File: config.mk
export PLATFORM = sky130hd
export DESIGN_NAME = qspi_fill_arbiter
export DESIGN_NICKNAME = d
export VERILOG_FILES = /design/src/rtl/qspi_fill_arbiter.sv
export SDC_FILE = /design/constraint.sdc
export NUM_CORES = 1
export LEC_CHECK = 0
export CORE_UTILIZATION = 35
export DETAILED_ROUTE_END_ITERATION = 10
export PLACE_DENSITY_LB_ADDON = 0.3
export SLEW_MARGIN = 10
export SYNTH_ARGS = -nofsm -noshare
export SYNTH_HDL_FRONTEND = slang
export SYNTH_SLANG_ARGS = --single-unit
File: constraint.sdc
create_clock -name HCLK -period 3.9 [get_ports HCLK]
set_input_delay 1.17 -clock HCLK [delete_from_list [all_inputs] [get_ports HCLK]]
set_output_delay 1.17 -clock HCLK [all_outputs]
set_load 0.02 [all_outputs]
File: src/rtl/qspi_fill_arbiter.sv
// rtl/qspi_fill_arbiter.sv - round-robin arbiter sharing one QSPI line reader between two fill requesters
// Same-line ties merge into one read; a watchdog turns a missing fr_done into an all-zero err completion.
module qspi_fill_arbiter #(
  parameter int LINE_SIZE = 128,
  parameter int TIMEOUT   = 1023
) (
  input  logic                 HCLK,
  input  logic                 HRESETn,
  input  logic                 req0,
  input  logic                 req1,
  input  logic [23:0]          addr0,
  input  logic [23:0]          addr1,
  output logic                 ack0,
  output logic                 ack1,
  output logic                 err,
  output logic [LINE_SIZE-1:0] line,
  output logic                 busy,
  output logic [1:0]           owner,
  output logic                 fr_rd,
  output logic [23:0]          fr_addr,
  input  logic                 fr_done,
  input  logic [LINE_SIZE-1:0] fr_line
);

  localparam int          OFS        = $clog2(LINE_SIZE / 8);
  localparam logic [23:0] ALIGN_MASK = ~((24'd1 << OFS) - 24'd1);
  localparam logic [15:0] TO16       = 16'(TIMEOUT);

  typedef enum logic [1:0] {IDLE, ISSUE, WAIT, ACK} state_t;

  state_t                state_q, state_d;
  logic                  last_q, last_d;
  logic [1:0]            owner_q, owner_d;
  logic [23:0]           fr_addr_q, fr_addr_d;
  logic [LINE_SIZE-1:0]  line_q, line_d;
  logic                  errf_q, errf_d;
  logic [15:0]           cnt_q, cnt_d;
  logic [15:0]           cnt_inc;
  logic                  win1;
  logic                  same_line;

  assign cnt_inc   = (cnt_q == 16'hFFFF) ? cnt_q : cnt_q + 16'd1;
  assign same_line = (addr0 & ALIGN_MASK) == (addr1 & ALIGN_MASK);

  always_ff @(posedge HCLK or negedge HRESETn) begin
    if (!HRESETn) begin
      state_q   <= IDLE;
      last_q    <= 1'b1;
      owner_q   <= 2'b00;
      fr_addr_q <= 24'd0;
      line_q    <= '0;
      errf_q    <= 1'b0;
      cnt_q     <= 16'd0;
    end else begin
      state_q   <= state_d;
      last_q    <= last_d;
      owner_q   <= owner_d;
      fr_addr_q <= fr_addr_d;
      line_q    <= line_d;
      errf_q    <= errf_d;
      cnt_q     <= cnt_d;
    end
  end

  always_comb begin
    state_d   = state_q;
    last_d    = last_q;
    owner_d   = owner_q;
    fr_addr_d = fr_addr_q;
    line_d    = line_q;
    errf_d    = errf_q;
    cnt_d     = cnt_q;
    win1      = 1'b0;
    case (state_q)
      IDLE: begin
        if (req0 || req1) begin
          // On a tie the requester granted last yields.
          win1      = req1 && (!req0 || !last_q);
          owner_d   = win1 ? 2'b10 : 2'b01;
          if (req0 && req1 && same_line) owner_d = 2'b11;
          fr_addr_d = (win1 ? addr1 : addr0) & ALIGN_MASK;
          last_d    = win1;
          state_d   = ISSUE;
        end
      end
      ISSUE: begin
        cnt_d   = 16'd0;
        state_d = WAIT;
      end
      WAIT: begin
        if (fr_done) begin
          line_d  = fr_line;
          state_d = ACK;
        end else if (cnt_inc >= TO16) begin
          line_d  = '0;
          errf_d  = 1'b1;
          state_d = ACK;
        end else begin
          cnt_d = cnt_inc;
        end
      end
      ACK: begin
        errf_d  = 1'b0;
        owner_d = 2'b00;
        state_d = IDLE;
      end
      default: state_d = IDLE;
    endcase
  end

  assign fr_rd   = (state_q == ISSUE);
  assign busy    = (state_q != IDLE);
  assign ack0    = (state_q == ACK) && owner_q[0];
  assign ack1    = (state_q == ACK) && owner_q[1];
  assign err     = (state_q == ACK) && errf_q;
  assign owner   = owner_q;
  assign fr_addr = fr_addr_q;
  assign line    = line_q;

endmodule

==> run_results.csv, run 1 <==
group,metric,value,unit
outcome,status,"finished, final reports clean",
detailed_routing,routed_via_density,4.95,
flow_run,maxCapViolCount,0,
timing,min_period,3.50,ns
critical_path,endpoint_kind,"flop",
synthesis,synth-async-reset-ratio,1.00,
grt,grt_pass1_wl,32800,um
detailed_routing,drt_first_pass_iters,4,
synthesis,syn_area,7170,um2
clock_network,post_cts_buffers,0,
floorplan,die_area,21100,um2
timing,fin_worst_skew,0.0134,ns
detailed_routing,antenna_left,0,
detailed_routing,drtIter0Drc,299,
critical_path,crit_type,"flop to flop",
synthesis,ys_top_cells_by_count,"dfrtp_1 (169), a22o_1 (128), o21ai_0 (27)",
clock_network,tritoncts,"done",
floorplan,initial_core_util,0.356,
clock_network,clock-sinks,170,
floorplan,die_w,145,um
clock_network,cts.path.max_buffers,2,
clock_network,clockRootBuffer,"clkbuf_16",
clock_network,cts_buffers,17,
synthesis,synth_seq_cells,170,
timing,tns,0,ns
critical_path,crit_fanout,93,
grt,grt_pass1_vias,5859,
synthesis,yosysMostFrequentCell,"dfrtp_1",
layout,fill_cells,1735,
layout,drive_gt1_frac,0.0674,
detailed_routing,route.detailed.drc,0,
critical_path,startpoint_type,"flop",
place,io_buffers,327,
synthesis,yosys_warnings,0,
grt,overflow,0,
clock_network,cts.clk_slew.worst_paths,0.07,ns
synthesis,syn_area_per_cell,13.0,um2
timing,worstMarginPinSlew,1.07,ns
layout,syn_to_final_growth,55.9,%
detailed_routing,wirelength,20400,um
detailed_routing,wl_per_cell,17.8,um
timing,rsz0062_at_grt,"no",
pwr,power_density,789,nW/um2
synthesis,synthCells,550,
layout,antenna_cells,0,
floorplan,dieHeight,145,um
grt,antenna_found_initial,0,
timing,hold_viol,0,
synthesis,synth.distinct_cells,62,
synthesis,synth_area_leaders,"dfrtp_1 (59%), a22o_1 (16%), mux2i_1 (2.9%)",
timing,worst_slew_margin_rel,0.284,
min_path,hold_path_class,"flop to flop",
place,pre_cts_ws,0.438,ns
detailed_routing,via_count,5677,
clock_network,post_cts_resized,0,
clock_network,cts.hold.buffers_added,0,
floorplan,io_pins,340,
pwr,total_leakage_power,4.92,nW
timing,fin_crit_sh,0.898,
timing,clock.fmax,0.286,GHz
synthesis,synth_ff_type,"dfrtp_1",
critical_path,required,4.26,ns
floorplan,core,20200,um2
clock_network,clock_latency,0.43,ns
layout,final_util,0.554,
grt,grt.total_usage,0.199,
timing,finalWorstSetupSlack,0.398,ns
clock_network,cts-htree-levels,4,
place,gp_congestion,0.809,
timing,slew_violations,0,
synthesis,ys_seq_area_frac,0.593,
synthesis,yosys.area.top_type,"dfrtp_1",
pwr,ir_drop,392,uV
timing,setup_violations,0,
layout,nets,1049,
grt,grt_max_degree,95,
critical_path,arrival,3.86,ns
synthesis,yosysTopAreaCellShare,0.590,
place,detailed_place_hpwl,14400,um
floorplan,rows,52,
synthesis,synth_edf_count,0,
-- report_power, final --
group	total (mW)	leakage (nW)	internal, mW	switching (mW)
combinational	4.19	2.50	2.10	2.09
sequential	2.96	2.14	2.52	0.433
clock	1.67	0.281	0.874	0.800
-- cell usage in the layout, fill, tap and decap left out, types with 2 or more instances in the layout --
master / count
a22o_1: 128
inv_8: 5
xor2_1: 8
nor2_1: 7
clkbuf_16: 17
a221o_1: 5
conb_1: 4
nand4_1: 6
nand2_1: 26
nand3b_1: 2
and2b_1: 2
inv_1: 5
mux2_2: 2
xnor2_1: 13
clkinv_4: 2
nor4_1: 3
and2_4: 2
buf_12: 4
and3_1: 4
a21oi_1: 7
dfrtp_1: 169
clkinvlp_4: 3
nor3_1: 8
and2_1: 11
buf_4: 4
and4_1: 3
o211a_1: 2
mux2i_1: 21
clkinv_8: 3
nand3_1: 5
clkdlybuf4s50_1: 326
ha_1: 5
a31oi_1: 4
o21ai_2: 2
o21ai_0: 26
-- layout make-up --
cell class | instances | area [um2] | area share
sequential | 170 | 4260 | 0.381
timing repair buffer | 335 | 3380 | 0.303
multi-input combinational | 334 | 2590 | 0.232
clock buffer | 18 | 439 | 0.0393
tap | 270 | 338 | 0.0302
clock inverter | 14 | 154 | 0.0138
inverter | 5 | 18.8 | 0.00168
-- per-stage QoR --
stage	cells	cell area [um2]	hold WS, ns	total power, mW
detailed placement	1114	10600	0.470	7.20
global route	1146	11200	0.514	9.30
CTS	1146	11200	0.487	8.92
global placement	1114	10600	0.464	7.15
finish	1146	11200	0.485	8.82
floorplan	553	7180	0.477	5.18
-- cells by family after synthesis --
| logic type | Yosys count | share of synthesized area |
|---|---|---|
| adder cells (fa/ha/maj) | 5 | 0.00872 |
| buffers and inverters | 49 | 0.0497 |
| AND/OR/NAND/NOR | 91 | 0.0747 |
| multiplexers | 23 | 0.0324 |
| other | 1 | 0.000523 |
| XOR/XNOR | 21 | 0.0256 |
| flip-flops | 170 | 0.593 |
| AO/OA/AOI/OAI | 190 | 0.215 |
-- critical path, stage by stage (launching register included) --
cell	delay, ns
dfrtp_1	0.43
ha_1	0.33
nand3_1	0.27
nor4_1	0.50
xnor2_1	0.14
o211ai_2	0.11
o21ai_2	0.11
o21ai_4	0.82
buf_12	0.42
a22o_1	0.20
-- path summary, 6_finish.rpt --
check	start	end	slack (ns)	cells past startpoint
min in group asynchronous	HRESETn	line[57]	0.72	1
worst min-delay path	fr_addr[19]	fr_addr[19]	0.49	2
worst max register to register	cnt_q[0]	line[86]	0.40	9
max in group asynchronous	HRESETn	line[118]	2.32	2
worst max-delay path	cnt_q[0]	line[86]	0.40	9
worst min register to register	fr_addr[19]	fr_addr[19]	0.49	2
-- flip-flops by register name (all words and copies together) (netlist names) --
signal and count:
errf_q 1, owner 2, last_q 1, fr_addr 20, line 128, state_q 2, cnt_q 16
-- layer usage --
metal  vias to the layer above  part of all wire  GRT usage
li1                       2699                 -          -
met1                      2723              0.42      0.248
met2                       227              0.47      0.315
met3                        28             0.082     0.0752
met4                         0             0.025     0.0684
met5                         -                 0          0
Power figures use the tool's default switching activity.
==> run 2: changes to the inputs <==
--- a/config.mk
+++ b/config.mk
@@ -7,6 +7,7 @@
 export LEC_CHECK = 0
 export CORE_UTILIZATION = 35
 export DETAILED_ROUTE_END_ITERATION = 10
+export MAX_ROUTING_LAYER = met4
 export PLACE_DENSITY_LB_ADDON = 0.3
 export SLEW_MARGIN = 10
 export SYNTH_ARGS = -nofsm -noshare
==> run 2 against run 1 <==
Sequential share of layout area unchanged. Clock power barely moved. Sequential cell count did not move. Final cell count is the same. Fmax rose by 0.36%. Global-route usage is 0.60 points higher. Sequential power about the same. Clock skew increased by 0.0027 ns. Largest cell class unchanged. Highest routed layer unchanged.
==> run_results.csv, run 2 (synthesis gave the netlist of run 1 again) <==
group,metric,value,unit
detailed_routing,routed_via_density,4.97,
timing,setup_violations,0,
pwr,power.switching,3.32,mW
detailed_routing,route.detailed.drc,0,
detailed_routing,routed.top_layer,"met4",
layout,antenna_cells,0,
layout,final_common_cell,"clkdlybuf4s50_1",
floorplan,rows,52,
critical_path,arrival,3.85,ns
detailed_routing,drtIter0Drc,326,
pwr,p_clk_frac,0.190,
pwr,power_density,789,nW/um2
timing,clock.fmax,0.287,GHz
critical_path,rr_worst_depth,9,
min_path,min_to,"fr_addr[19]",
layout,drive_gt1_frac,0.0674,
layout,fin_area,11200,um2
clock_network,cts-htree-levels,4,
clock_network,clockRootBuffer,"clkbuf_16",
layout,nets,1049,
grt,grt_pass1_vias,5881,
critical_path,startpoint_type,"flop",
critical_path,rr_endpoint,"line[86]",
grt,grt_max_degree,95,
timing,hold_viol,0,
clock_network,cts.clk_slew.worst_paths,0.07,ns
detailed_routing,met2_length,9590,um
outcome,status,"finished, final reports clean",
place,place_area,10600,um2
pwr,switching_share,0.377,
floorplan,dieHeight,145,um
clock_network,clock-sinks,170,
floorplan,core,20200,um2
pwr,intPower,5.50,mW
min_path,min_from,"fr_addr[19]",
timing,slew_violations,0,
detailed_routing,met1_length,8780,um
detailed_routing,drt_first_pass_iters,4,
min_path,holdPathStages,2,
critical_path,crit_fanout,93,
detailed_routing,wl_per_cell,17.8,um
pwr,p_comb_frac,0.475,
clock_network,post_cts_buffers,0,
clock_network,tritoncts,"done",
pwr,ir_drop,387,uV
layout,largest_reg_flops,128,
timing,tns,0,ns
timing,min_period,3.49,ns
critical_path,endpoint_kind,"flop",
floorplan,initial_core_util,0.356,
grt,antenna_found_initial,0,
detailed_routing,wl_met3,1520,um
clock_network,cts.path.max_buffers,2,
critical_path,r2r_slack,0.41,ns
grt,grt.total_usage,0.205,
floorplan,die_w,145,um
place,pre_cts_ws,0.438,ns
timing,finalWorstSetupSlack,0.410,ns
min_path,hold_path_class,"flop to flop",
timing,worst_slew_margin_rel,0.288,
timing,worstMarginPinSlew,1.06,ns
floorplan,io_pins,340,
timing,fin_crit_sh,0.895,
clock_network,cts.hold.buffers_added,0,
clock_network,cts_buffers,17,
detailed_routing,wirelength,20400,um
clock_network,post_cts_resized,0,
detailed_routing,via_count,5692,
timing,rsz0062_at_grt,"no",
place,io_buffers,327,
critical_path,required,4.26,ns
flow_run,maxCapViolCount,0,
critical_path,timing.rr.start,"cnt_q[0]",
layout,syn_to_final_growth,55.9,%
place,detailed_place_hpwl,14400,um
critical_path,crit_type,"flop to flop",
pwr,seqPwrFrac,0.335,
pwr,total_leakage_power,4.92,nW
detailed_routing,antenna_left,0,
floorplan,die_area,21100,um2
grt,grt_pass1_wl,32700,um
timing,whs,0.485,ns
timing,fin_worst_skew,0.0161,ns
clock_network,clock_latency,0.43,ns
place,gp_congestion,0.824,
grt,overflow,0,
layout,final_cell_mix,"clkdlybuf4s50_1 (326), dfrtp_1 (169), a22o_1 (128)",
-- run 2: cell counts in the layout (fill, tap and decap cells not counted) --
No cell type changed its count.
-- run 2: area by class of cell --
type | instances | area [um2]
Tap cell | 270 | 338
Inverter | 5 | 18.8
Clock buffer | 18 | 439
Sequential cell | 170 | 4260
Timing Repair Buffer | 335 | 3380
Fill cell | 1735 | 8990
Multi-Input combinational cell | 334 | 2590
Clock inverter | 14 | 154
-- run 2: worst max-delay path by stage --
stage / from / endpoint / slack [ns] / cells after the start
after floorplan: addr1[18] / owner[0] / 1.22 / 7
after global placement: cnt_q[0] / line[59] / 0.43 / 9
after detailed placement: cnt_q[0] / line[55] / 0.44 / 9
after CTS: cnt_q[0] / line[55] / 0.43 / 9
after global routing: cnt_q[0] / line[32] / 0.17 / 9
final: cnt_q[0] / line[86] / 0.41 / 9
-- run 2: worst max-delay path, cell delays in order (launching register included) --
cell and delay (ns):
dfrtp_1 0.44, ha_1 0.33, nand3_1 0.26, nor4_1 0.50
xnor2_1 0.14, o211ai_2 0.11, o21ai_2 0.11, o21ai_4 0.82
buf_12 0.42, a22o_1 0.20
-- run 2: power by group through the flow --
stage / sequential [mW] / clock (mW) / combinational, mW
final: 2.96 / 1.67 / 4.19
after global routing: 3.06 / 1.79 / 4.45
after CTS: 2.96 / 1.72 / 4.24
after detailed placement: 2.96 / 0 / 4.23
after global placement: 2.97 / 0 / 4.19
after floorplan: 3.83 / 0 / 1.35
-- run 2: stage by stage --
step,utilization,instances,power [mW]
3_3_place_gp,0.525,1114,7.15
3_5_place_dp,0.525,1114,7.20
6_report,0.554,1146,8.82
4_1_cts,0.554,1146,8.92
5_1_grt,0.554,1146,9.30
2_1_floorplan,-,553,5.18
-- run 2: metal layers --
| metal | up-vias | global-route usage |
|---|---|---|
| met5 | - | - |
| met4 | 0 | 0.0763 |
| met3 | 27 | 0.0648 |
| met2 | 231 | 0.316 |
| met1 | 2735 | 0.251 |
| li1 | 2699 | - |
==> run 3: changes to the inputs <==
--- a/config.mk
+++ b/config.mk
@@ -5,6 +5,7 @@
 export SDC_FILE = /design/constraint.sdc
 export NUM_CORES = 1
 export LEC_CHECK = 0
+export CORE_MARGIN = 3
 export CORE_UTILIZATION = 35
 export DETAILED_ROUTE_END_ITERATION = 10
 export MAX_ROUTING_LAYER = met4
==> run 3 against run 2 <==
First-iteration DRC count decreased by 2.1%. Core utilization grew 1.2 points. Highest routed layer unchanged. Clock skew fell by 0.0037 ns. Critical path type is now flop to output pin.
==> run_results.csv, run 3 (synthesis gave the netlist of run 1 again) <==
group,metric,value,unit
layout,antenna_cells,0,
pwr,ir_drop,373,uV
floorplan,io_pins,340,
pwr,p_comb_frac,0.473,
layout,multi_input_area,2590,um2
min_path,min_to,"fr_addr[23]",
clock_network,clockRootBuffer,"clkbuf_16",
critical_path,arrival,1.96,ns
outcome,status,"finished, final reports clean",
clock_network,post_cts_resized,0,
pwr,intPower,5.55,mW
pwr,power.switching,3.31,mW
detailed_routing,drtIter0Drc,319,
clock_network,tritoncts,"done",
layout,fin_area,11200,um2
layout,syn_to_final_growth,56.0,%
clock_network,post_cts_buffers,0,
clock_network,cts-htree-levels,4,
critical_path,crit_fanout,7,
flow_run,maxCapViolCount,0,
place,detailed_place_hpwl,14800,um
detailed_routing,routed_via_density,4.97,
timing,tns,0,ns
detailed_routing,wirelength,20900,um
floorplan,die_w,149,um
critical_path,startpoint_type,"flop",
timing,hold_viol,0,
critical_path,crit_start,"state_q[0]",
timing,slew_violations,0,
floorplan,core,19800,um2
pwr,switching_share,0.374,
grt,grt_pass1_vias,5894,
layout,nets,1050,
critical_path,required,2.73,ns
clock_network,cts.clk_slew.worst_paths,0.07,ns
place,place_area,10600,um2
critical_path,endpoint_kind,"output pin",
detailed_routing,antenna_left,0,
timing,fin_crit_sh,0.802,
pwr,p_clk_frac,0.193,
timing,min_period,3.13,ns
layout,largest_reg_flops,128,
place,io_buffers,327,
timing,worst_slew_margin_rel,0.548,
critical_path,rr_endpoint,"cnt_q[9]",
critical_path,r2r_slack,0.93,ns
pwr,seqPwrFrac,0.334,
timing,worstMarginPinSlew,0.677,ns
pwr,power_density,792,nW/um2
clock_network,cts.hold.buffers_added,0,
layout,fill_cells,1679,
grt,overflow,0,
timing,clock.fmax,0.320,GHz
min_path,holdPathStages,2,
timing,setup_violations,0,
floorplan,rows,51,
detailed_routing,wl_per_cell,18.3,um
critical_path,crit_type,"flop to output pin",
layout,final_cell_mix,"clkdlybuf4s50_1 (326), dfrtp_1 (169), a22o_1 (128)",
clock_network,clock_latency,0.43,ns
timing,rsz0062_at_grt,"no",
clock_network,cts_buffers,17,
pwr,total_leakage_power,4.94,nW
detailed_routing,route.detailed.drc,0,
layout,final_common_cell,"clkdlybuf4s50_1",
floorplan,dieHeight,149,um
grt,antenna_found_initial,0,
layout,drive_gt1_frac,0.0684,
grt,grt_max_degree,81,
timing,fin_worst_skew,0.0124,ns
min_path,hold_path_class,"flop to flop",
detailed_routing,drt_first_pass_iters,4,
place,gp_congestion,0.837,
critical_path,rr_worst_depth,8,
floorplan,die_area,22200,um2
critical_path,timing.rr.start,"cnt_q[0]",
grt,grt.total_usage,0.192,
detailed_routing,via_count,5676,
layout,seq_area,4260,um2
grt,grt_pass1_wl,32600,um
clock_network,cts.path.max_buffers,2,
clock_network,clock-sinks,170,
min_path,min_from,"fr_addr[23]",
floorplan,initial_core_util,0.363,
-- run 3: cell count changes in the layout (fill, tap and decap cells not counted), sizes merged --
cell      before  now
inv           11   12
clkinvlp       3    2
bufinv         0    1
clkbuf        18   17
buf            9   10
-- run 3: area by class of cell --
class,count,share of cell area
flip-flops and latches,170,0.380
multi-input cells,334,0.231
repair buffers,336,0.303
clock buffers,17,0.0380
clock inverters,15,0.0160
inverters,5,0.00168
well taps,265,0.0296
-- run 3: per-layer routing --
metal  vias to the layer above  wire length [um]  part of all wire  GRT usage
met3                        31              1810             0.087     0.0720
li1                       2702                 -                 -          -
met2                       221              9790              0.47      0.289
met4                         0               480             0.023     0.0645
met5                         -                 0                 0          -
met1                      2722              8830              0.42      0.239
-- run 3: worst max-delay path by stage --
stage	endpoint	slack, ns	cells past startpoint
global route	busy	0.66	4
CTS	busy	0.73	4
finish	busy	0.77	4
detailed placement	owner[0]	0.57	8
floorplan	owner[0]	1.22	7
global placement	owner[0]	0.62	8
-- run 3: power groups by stage --
| stage | Combinational (mW) | Clock, mW | Sequential, mW |
|---|---|---|---|
| global placement | 4.22 | 0 | 2.96 |
| global route | 4.47 | 1.84 | 3.06 |
| CTS | 4.25 | 1.76 | 2.96 |
| finish | 4.19 | 1.71 | 2.96 |
| detailed placement | 4.23 | 0 | 2.97 |
| floorplan | 1.35 | 0 | 3.83 |
-- run 3: worst max-delay path, cell delays in order (launching register included) --
cell and delay, ns:
dfrtp_1 0.40, inv_1 0.08, ha_1 0.29, inv_1 0.14, clkdlybuf4s50_1 0.63
-- run 3: per-stage QoR --
step	hold WS, ns	power, mW	utilization	worst slack [ns]	cells
2_1_floorplan	0.477	5.18	-	1.22	553
3_3_place_gp	0.462	7.18	0.535	0.625	1110
3_5_place_dp	0.469	7.20	0.535	0.574	1110
4_1_cts	0.485	8.97	0.566	0.728	1142
5_1_grt	0.506	9.37	0.566	0.662	1142
6_report	0.479	8.86	0.566	0.773	1142
